--- config.mk ---
export PLATFORM = sky130hd
export DESIGN_NAME = flash_playback_sequencer
export DESIGN_NICKNAME = d
export VERILOG_FILES = /design/src/rtl/flash_playback_sequencer.sv
export SDC_FILE = /design/constraint.sdc
export NUM_CORES = 1
export LEC_CHECK = 0
export BUFFER_PORTS_ARGS = -buffer_cell sky130_fd_sc_hd__buf_2
export CORE_ASPECT_RATIO = 1.5
export CORE_MARGIN = 4
export CORE_UTILIZATION = 55
export DETAILED_ROUTE_END_ITERATION = 8
export PLACE_DENSITY = 0.79
export SYNTH_ARGS = -nofsm -noshare
export SYNTH_HDL_FRONTEND = slang
export SYNTH_SLANG_ARGS = --single-unit
export TNS_END_PERCENT = 50
--- constraint.sdc ---
create_clock -name clk -period 8.5 [get_ports clk]
set_input_delay 0.85 -clock clk [delete_from_list [all_inputs] [get_ports clk]]
set_output_delay 0.85 -clock clk [all_outputs]
set_load 0.005 [all_outputs]
--- src/rtl/flash_playback_sequencer.sv ---
// ============================================================================
// Module   : flash_playback_sequencer
// Brief    : Fetches 32-bit words from the audio flash (Avalon-MM read) and
//            plays the two 16-bit samples of each word, one per sample tick.
//            Optional macro LOOP_EN: wrap at the image ends and keep playing.
// Revision : 1.0 - initial release
// ============================================================================
`default_nettype none

module flash_playback_sequencer #(
  parameter int                ADDR_W    = 23,
  parameter logic [ADDR_W-1:0] LAST_ADDR = 23'h7FFFF
) (
  input  logic              clk,
  input  logic              reset,
  input  logic              start_i,
  input  logic              stop_i,
  input  logic              fwd_i,
  input  logic              bwd_i,
  input  logic              restart_i,
  input  logic              sample_tick_i,
  output logic              flash_read,
  output logic [ADDR_W-1:0] flash_address,
  input  logic              flash_waitrequest,
  input  logic [31:0]       flash_readdata,
  input  logic              flash_readdatavalid,
  output logic [15:0]       audio_data,
  output logic              audio_valid,
  output logic              playing,
  output logic              dir_bw
);

`ifdef LOOP_EN
  localparam logic c_LOOP_EN = 1'b1;
`else
  localparam logic c_LOOP_EN = 1'b0;
`endif

  typedef enum logic [2:0] {
    ST_IDLE      = 3'd0,
    ST_FETCH     = 3'd1,
    ST_WAIT_DATA = 3'd2,
    ST_HALF0     = 3'd3,
    ST_HALF1     = 3'd4
  } state_t;

  state_t              r_state;
  logic [ADDR_W-1:0]   r_addr;
  logic                r_dir_bw;
  logic [31:0]         r_word;
  logic                r_word_bw;
  logic                r_stop_pend;
  logic                r_restart_pend;
  logic [15:0]         r_audio_data;
  logic                r_audio_valid;

  // Same-cycle priority: restart beats stop beats start.
  logic w_restart_cmd;
  logic w_stop_cmd;
  logic w_start_cmd;
  logic w_restart_eff;
  logic w_stop_eff;
  logic [ADDR_W-1:0] w_reload_addr;
  logic [ADDR_W-1:0] w_step_addr;
  logic [ADDR_W-1:0] w_next_addr;
  logic w_at_end;
  logic w_end_stop;

  assign w_restart_cmd = restart_i;
  assign w_stop_cmd    = stop_i & ~restart_i;
  assign w_start_cmd   = start_i & ~restart_i & ~stop_i;
  assign w_restart_eff = r_restart_pend | w_restart_cmd;
  assign w_stop_eff    = (r_stop_pend | w_stop_cmd) & ~w_start_cmd;

  // Running off either end of the image reloads the same address a restart would.
  assign w_reload_addr = r_dir_bw ? LAST_ADDR : '0;
  assign w_at_end      = r_dir_bw ? (r_addr == '0) : (r_addr == LAST_ADDR);
  assign w_step_addr   = r_dir_bw ? (r_addr - 1'b1) : (r_addr + 1'b1);
  assign w_next_addr   = (w_restart_eff | w_at_end) ? w_reload_addr : w_step_addr;
  assign w_end_stop    = w_at_end & ~w_restart_eff & ~c_LOOP_EN;

  always_ff @(posedge clk or posedge reset) begin
    if (reset) begin
      r_state        <= ST_IDLE;
      r_addr         <= '0;
      r_dir_bw       <= 1'b0;
      r_word         <= '0;
      r_word_bw      <= 1'b0;
      r_stop_pend    <= 1'b0;
      r_restart_pend <= 1'b0;
      r_audio_data   <= '0;
      r_audio_valid  <= 1'b0;
    end else begin
      r_audio_valid <= 1'b0;

      if (fwd_i & ~bwd_i) begin
        r_dir_bw <= 1'b0;
      end else if (bwd_i & ~fwd_i) begin
        r_dir_bw <= 1'b1;
      end

      if (r_state == ST_IDLE) begin
        if (w_restart_cmd) begin
          r_addr <= w_reload_addr;
        end else if (w_start_cmd) begin
          r_state <= ST_FETCH;
        end
      end else begin
        r_restart_pend <= w_restart_eff;
        r_stop_pend    <= w_stop_eff;

        case (r_state)
          ST_FETCH: begin
            if (!flash_waitrequest) begin
              r_state <= ST_WAIT_DATA;
            end
          end
          ST_WAIT_DATA: begin
            if (flash_readdatavalid) begin
              r_word    <= flash_readdata;
              r_word_bw <= r_dir_bw;
              r_state   <= ST_HALF0;
            end
          end
          ST_HALF0: begin
            if (sample_tick_i) begin
              r_audio_data  <= r_word_bw ? r_word[31:16] : r_word[15:0];
              r_audio_valid <= 1'b1;
              r_state       <= ST_HALF1;
            end
          end
          ST_HALF1: begin
            if (sample_tick_i) begin
              r_audio_data   <= r_word_bw ? r_word[15:0] : r_word[31:16];
              r_audio_valid  <= 1'b1;
              r_addr         <= w_next_addr;
              r_restart_pend <= 1'b0;
              r_stop_pend    <= 1'b0;
              r_state        <= (w_stop_eff | w_end_stop) ? ST_IDLE : ST_FETCH;
            end
          end
          default: r_state <= ST_IDLE;
        endcase
      end
    end
  end

  assign flash_read    = (r_state == ST_FETCH);
  assign flash_address = r_addr;
  assign audio_data    = r_audio_data;
  assign audio_valid   = r_audio_valid;
  assign playing       = (r_state != ST_IDLE);
  assign dir_bw        = r_dir_bw;

endmodule

`default_nettype wire
==> results of run 1 <==
-- layer usage --
metal,vias to the layer above,part of all wire [%]
met3,20,5.7
met1,1840,38
met5,-,0
met4,0,2.2
li1,1799,-
met2,118,54
-- worst paths after layout --
path / startpoint / end / slack [ns] / cells after the start
worst max register to register: dir_bw / flash_address[10] / 5.39 / 9
worst min register to register: audio_data[0] / audio_data[0] / 0.48 / 2
worst max-delay path: dir_bw / flash_address[10] / 5.39 / 9
min in group asynchronous: reset / r_word[5] / 0.82 / 3
worst min-delay path: audio_data[0] / audio_data[0] / 0.48 / 2
max in group asynchronous: reset / flash_address[0] / 7.04 / 3
-- area by class of cell --
cell class	count	area [µm²]	share of cell area, %
tap	105	131	2.47
clock inverter	6	70.1	1.32
clock buffer	10	229	4.30
sequential	79	1980	37.1
multi-input combinational	339	2410	45.3
inverter	13	48.8	0.916
timing repair buffer	89	458	8.60
-- Yosys cell counts, types with 4 or more instances --
master and instances:
sky130_fd_sc_hd__nor3_1 5, sky130_fd_sc_hd__a21o_1 4, sky130_fd_sc_hd__nor2_1 26, sky130_fd_sc_hd__a21oi_1 34, sky130_fd_sc_hd__clkbuf_1 18, sky130_fd_sc_hd__nand2_1 51, sky130_fd_sc_hd__mux2_2 34, sky130_fd_sc_hd__a221o_1 4
sky130_fd_sc_hd__nor4_1 5, sky130_fd_sc_hd__o21ai_0 46, sky130_fd_sc_hd__nand2b_1 5, sky130_fd_sc_hd__mux2i_1 17, sky130_fd_sc_hd__nand4_1 6, sky130_fd_sc_hd__xor2_1 7, sky130_fd_sc_hd__a211oi_1 6, sky130_fd_sc_hd__xnor2_1 12
sky130_fd_sc_hd__inv_1 13, sky130_fd_sc_hd__ha_1 22, sky130_fd_sc_hd__nand3_1 4, sky130_fd_sc_hd__dfrtp_1 79, sky130_fd_sc_hd__o21bai_1 7
-- sequential cells by signal, summed over array words and instances, names as in the netlist --
| signal | count |
|---|---|
| r_word | 32 |
| flash_address | 23 |
| audio_data | 16 |
| r_state | 3 |
| audio_valid | 1 |
| dir_bw | 1 |
| r_restart_pend | 1 |
| r_stop_pend | 1 |
| r_word_bw | 1 |
-- stage by stage --
| step | std cells | hold slack, ns | area, µm² | total power [W] |
|---|---|---|---|---|
| 6_report | 641 | 0.482 | 5330 | 0.00229 |
| 5_1_grt | 641 | 0.511 | 5330 | 0.00248 |
| 4_1_cts | 641 | 0.489 | 5330 | 0.00230 |
| 3_5_place_dp | 625 | 0.473 | 5030 | 0.00190 |
| 3_3_place_gp | 625 | 0.455 | 5030 | 0.00186 |
| 2_1_floorplan | 451 | 0.448 | 4510 | 0.00156 |
-- power groups by stage --
| stage | Combinational (W) | Sequential [W] | Clock [W] |
|---|---|---|---|
| final | 0.00119 | 0.000718 | 0.000383 |
| after global routing | 0.00134 | 0.000741 | 0.000407 |
| after CTS | 0.00120 | 0.000716 | 0.000388 |
| after detailed placement | 0.00118 | 0.000718 | 0 |
| after global placement | 0.00116 | 0.000706 | 0 |
| after floorplan | 0.000884 | 0.000680 | 0 |
-- worst min-delay path: stages, from the launching register on --
cell,delay [ns]
sky130_fd_sc_hd__dfrtp_1,0.34
sky130_fd_sc_hd__nand2_1,0.05
sky130_fd_sc_hd__o21ai_0,0.06
-- cell families after synthesis --
kind of cell / synth area share (%)
buffers and inverters: 2.94
muxes: 12.3
AOI/OAI and AO/OA: 18.3
DFF: 43.9
xor gates and xnor gates: 3.69
adders and majority gates: 6.55
and+or+nand+nor: 12.4
==> flow_summary.json, run 1 <==
{
  "synthesis.area_mm2": 0.00451,
  "timing_worst_slew_pin_value_ns": 1.07,
  "final.setup.worst_slack_ns": 5.39,
  "hpwlAfterDp_mm": 8.10,
  "status": "complete, no violations",
  "crit_path_frequent_cell": "sky130_fd_sc_hd__nor2_1",
  "power_report.internal_total_w": 0.00133,
  "globalRoute.busiestLayer": "met2",
  "switching_share_pct": 42.1,
  "initial_drc_count": 105,
  "die_h_um": 119,
  "power.net_switching_w": 0.000966,
  "area_growth_pct": 18.2,
  "wirelength_mm": 11.2,
  "netlist_top_cells_area": "sky130_fd_sc_hd__dfrtp_1, sky130_fd_sc_hd__mux2_2, sky130_fd_sc_hd__ha_1",
  "start_util_pct": 56.3,
  "average_routed_wire_per_standard_cell_um": 17.4,
  "grt_pass1_vias": 3820,
  "synth_top_cell_by_area": "sky130_fd_sc_hd__dfrtp_1",
  "worstPathRequired_ns": 8.75,
  "synth_seq_cells": 79,
  "antennaDiodeCount": 0,
  "crit_path_max_fanout": 26,
  "die_area_mm2": 0.00974,
  "min-delay-path-class": "reg -> reg",
  "clk_pin_slew_worst_paths_ns": 0.06,
  "p_per_area_mw_per_mm2": 431,
  "worst_setup_path_end_kind": "flip-flop",
  "worstPathCellList": "buf_4 -> nor4b_1 -> nand4_1 -> nor2_1 -> a41oi_1 -> and3_1 -> nor2_1 -> a21oi_1 -> o21ai_0",
  "synth.lib_cells_used.distinct": 54,
  "core_mm2": 0.00801,
  "placementRows": 40,
  "grtUsageTotal_pct": 24.4,
  "setup_viol": 0,
  "arrival_ns": 3.36,
  "finalCritPeriodShare_pct": 36.6,
  "synthesis.nets": 516,
  "quantity_of_gates_resized_following_cts": 0,
  "grt_setup_unrepaired": "no",
  "ys.flop_type": "sky130_fd_sc_hd__dfrtp_1",
  "post_route_cells_drive_above_1_share_pct": 28.4,
  "fin_tns_setup_ns": 0,
  "synthCells": 451,
  "nets": 596,
  "wire_length_of_the_first_global_routing_pass_mm": 18.3,
  "maxClockFrequency_mhz": 321,
  "number_of_synthesized_flops_with_an_enable_pin": 0,
  "drt_drc_violations_left": 0,
  "gpl.final_weighted_congestion": 0.927,
  "detail_route.vias_per_cell": 5.89,
  "p_comb_share_pct": 52.0,
  "antenna_found_initial": 0,
  "globalRouteOverflowTotal": 0,
  "cts.sink_count": 79,
  "global_route_track_usage_on_met3_pct": 4.99,
  "chipWidth_um": 81.9,
  "cts_inserted_buffers": 9,
  "grt_start_max_net_pins": 80,
  "share_seq_of_total_power_pct": 31.3,
  "preCtsSetupSlack_ns": 5.48,
  "cpLargestDelayFamily": "simple AND/OR/NAND/NOR gates",
  "most_frequent_cells_in_the_layout": "sky130_fd_sc_hd__buf_2, sky130_fd_sc_hd__dfrtp_1, sky130_fd_sc_hd__nand2_1, sky130_fd_sc_hd__o21ai_0",
  "power.leakage_nw": 2.46,
  "dr_total_vias": 3777,
  "utilization_pct": 66.5,
  "global_route.usage.met2_pct": 44.5,
  "asyncSetResetFlopFracSynth_pct": 100,
  "fin_crit_ns": 3.11,
  "drv.max_cap_violation_count": 0,
  "maxSlewHeadroom_pct": 28.7,
  "setup.worst_path.start_class": "flip-flop",
  "critical_path_buf_inv_count": 1,
  "ctsRootBufferMaster": "sky130_fd_sc_hd__clkbuf_16",
  "timing_worst_setup_path_type": "reg -> reg",
  "max-clock-path-buffers": 2,
  "global_route.usage.met1_pct": 26.6,
  "mostFrequentLayoutCell": "sky130_fd_sc_hd__buf_2",
  "filler_cell_count": 649,
  "report.final.slew_viol_count": 0,
  "place.port_buffers": 84,
  "timing.critical_path.slowest_cell_delay_ns": 0.92,
  "max_ir_drop_vdd_mv": 0.229,
  "ant_nets_after_route": 0,
  "yosysWarnings": 0,
  "cts_hold_buffers": 0,
  "finClkSkew_ns": 0.00479,
  "hold_viol": 0,
  "synthesis.area_per_instance_um2": 9.99,
  "clkLatencyLatePin_ns": 0.33,
  "yosysSeqAreaShare_pct": 43.9,
  "power.clock.fraction_pct": 16.7,
  "number_of_h_tree_levels": 3,
  "cts_tree": "done",
  "postCtsSetupBuffers": 0,
  "synth.top_cell.area_share_pct": 43.9,
  "timing.critical_path.slowest_stage_cell": "sky130_fd_sc_hd__nor2_1",
  "io_pins": 85,
  "drt_first_pass_iters": 4
}
No activity file was read; power rests on OpenSTA's default activity.
==> run 2, diff against run 1 <==
==> constraint.sdc (replaced) <==
create_clock -name clk -period 2.9 [get_ports clk]
set_input_delay 0.29 -clock clk [delete_from_list [all_inputs] [get_ports clk]]
set_output_delay 0.29 -clock clk [all_outputs]
set_load 0.005 [all_outputs]
==> run 2 against run 1 <==
Wire length increased by 8.1%. First-iteration DRC count increased by 65%. Sequential cell count unchanged. Hold slack got worse by 0.39 ns. Highest routed layer unchanged. Largest power group unchanged. Register-to-register slack got worse by 5.3 ns. Via count increased by 2.0%. Critical path depth increased by 2. Maximum frequency increased by 12%. Design area increased by 6.0%. Critical endpoint is now flash_address[20].
==> flow_summary.json, run 2 (synthesis gave the netlist of run 1 again) <==
{
  "hpwlAfterDp_mm": 8.76,
  "io_pins": 85,
  "die_area_mm2": 0.00974,
  "gpl.final_weighted_congestion": 0.978,
  "nets": 622,
  "maxClockFrequency_mhz": 358,
  "cpLargestDelayFamily": "compound AO/OA/AOI/OAI gates",
  "die_h_um": 119,
  "globalRoute.busiestLayer": "met2",
  "area_growth_pct": 25.3,
  "place.port_buffers": 84,
  "drt_drc_violations_left": 0,
  "largest-register": "r_word",
  "p_per_area_mw_per_mm2": 1270,
  "average_routed_wire_per_standard_cell_um": 18.2,
  "drv.max_cap_violation_count": 0,
  "post_route_cells_drive_above_1_share_pct": 34.5,
  "finalCritPeriodShare_pct": 96.3,
  "fin_crit_ns": 2.79,
  "status": "complete, no violations",
  "ant_nets_after_route": 0,
  "ctsRootBufferMaster": "sky130_fd_sc_hd__clkbuf_16",
  "grt_setup_unrepaired": "yes",
  "utilization_pct": 70.5,
  "most_frequent_cells_in_the_layout": "sky130_fd_sc_hd__buf_2, sky130_fd_sc_hd__dfrtp_1, sky130_fd_sc_hd__nand2_1, sky130_fd_sc_hd__o21ai_0, sky130_fd_sc_hd__mux2_2",
  "crit_path_max_fanout": 9,
  "timing_worst_setup_path_type": "reg -> reg",
  "worstPathRequired_ns": 3.12,
  "detail_route.vias_per_cell": 5.79,
  "globalRouteOverflowTotal": 0,
  "initial_drc_count": 173,
  "final_cell_count_no_fill": 665,
  "maxSlewHeadroom_pct": 37.5,
  "timing.critical_path.slowest_cell_delay_ns": 0.53,
  "arrival_ns": 3.01,
  "worstPathCellList": "buf_12 -> buf_4 -> ha_1 -> nand2_1 -> or4b_4 -> o41ai_4 -> a211oi_2 -> o21bai_1 -> a21oi_1 -> xnor2_1 -> a22o_1",
  "post-place-cells": 648,
  "grtUsageTotal_pct": 25.8,
  "finClkSkew_ns": 0.00636,
  "cts_inserted_buffers": 9,
  "cts_tree": "done",
  "cts.sink_count": 79,
  "cts_hold_buffers": 0,
  "antenna_found_initial": 0,
  "start_util_pct": 56.3,
  "preCtsSetupSlack_ns": 0.0373,
  "grt_start_max_net_pins": 47,
  "report.final.slew_viol_count": 0,
  "global_route_track_usage_on_met3_pct": 4.08,
  "global_route.usage.met1_pct": 29.2,
  "setup_viol": 0,
  "placementRows": 40,
  "mostFrequentLayoutCell": "sky130_fd_sc_hd__buf_2",
  "largest_reg_flops": 32,
  "fin_tns_setup_ns": 0,
  "number_of_h_tree_levels": 3,
  "worst_setup_path_end_kind": "flip-flop",
  "clk_pin_slew_worst_paths_ns": 0.06,
  "max-clock-path-buffers": 2,
  "chipWidth_um": 81.9,
  "critical_path_buf_inv_count": 2,
  "clkLatencyLatePin_ns": 0.33,
  "max_ir_drop_vdd_mv": 0.697,
  "antennaDiodeCount": 0,
  "min-delay-path-class": "in -> async",
  "dr_total_vias": 3851,
  "power.leakage_nw": 2.59,
  "grt_pass1_vias": 4030,
  "timing_worst_slew_pin_value_ns": 0.936,
  "global_route.usage.met2_pct": 46.4,
  "drt_first_pass_iters": 4,
  "setup.worst_path.start_class": "flip-flop",
  "wire_length_of_the_first_global_routing_pass_mm": 19.4,
  "final.setup.worst_slack_ns": 0.108,
  "hold_viol": 0,
  "worst_hold_slack_ns": 0.0951,
  "core_mm2": 0.00801,
  "timing.critical_path.slowest_stage_cell": "sky130_fd_sc_hd__or4b_4",
  "wirelength_mm": 12.1
}
==> run 2: cell count changes in the layout (fill, tap and decap cells not counted), sizes merged <==
cell	before	now
buf	89	115
bufinv	1	0
clkbuf	10	11
clkinvlp	3	2
inv	14	13
==> run 2: through the flow <==
stage,cell area (µm²),total power (W)
6_report,5650,0.00716
5_1_grt,5650,0.00774
4_1_cts,5490,0.00695
3_5_place_dp,5220,0.00585
3_3_place_gp,5220,0.00571
2_1_floorplan,4510,0.00458
==> run 2: power by group <==
part           switching [W]  internal [W]
Combinational        0.00206       0.00194
Clock               0.000424      0.000615
Sequential          0.000483       0.00164
Total                0.00297       0.00419
==> run 2: path summary, 6_finish.rpt <==
path / startpoint / endpoint / slack, ns / cells past startpoint
hold reg to reg: audio_data[0] / audio_data[0] / 0.47 / 2
setup / recovery: dir_bw / flash_address[20] / 0.11 / 11
min in group clk: flash_readdata[5] / r_word[5] / 0.19 / 2
max in group asynchronous: reset / dir_bw / 2.09 / 3
hold / removal: reset / r_word[5] / 0.1 / 2
setup reg to reg: dir_bw / flash_address[20] / 0.11 / 11
==> run 2: timing repair <==
item	4_1_cts	5_1_grt
setup buffers	0	3
endpoints found under the setup margin	0	8
endpoints found under the hold margin	0	0
resized for setup	0	21
==> run 2: cell type report <==
| type | count | area (µm²) |
|---|---|---|
| multi-input cells | 339 | 2530 |
| fillers | 603 | 2360 |
| flip-flops and latches | 79 | 1980 |
| repair buffers | 115 | 678 |
| clock buffers | 11 | 253 |
| well taps | 105 | 131 |
| inverters | 13 | 48.8 |
| clock inverters | 3 | 20.0 |
==> run 2: layer usage <==
metal  share of wire (%)  vias to the layer above
met3                 5.2                       29
li1                    -                     1854
met2                  53                      123
met5                   0                        -
met1                  38                     1845
met4                 3.3                        0
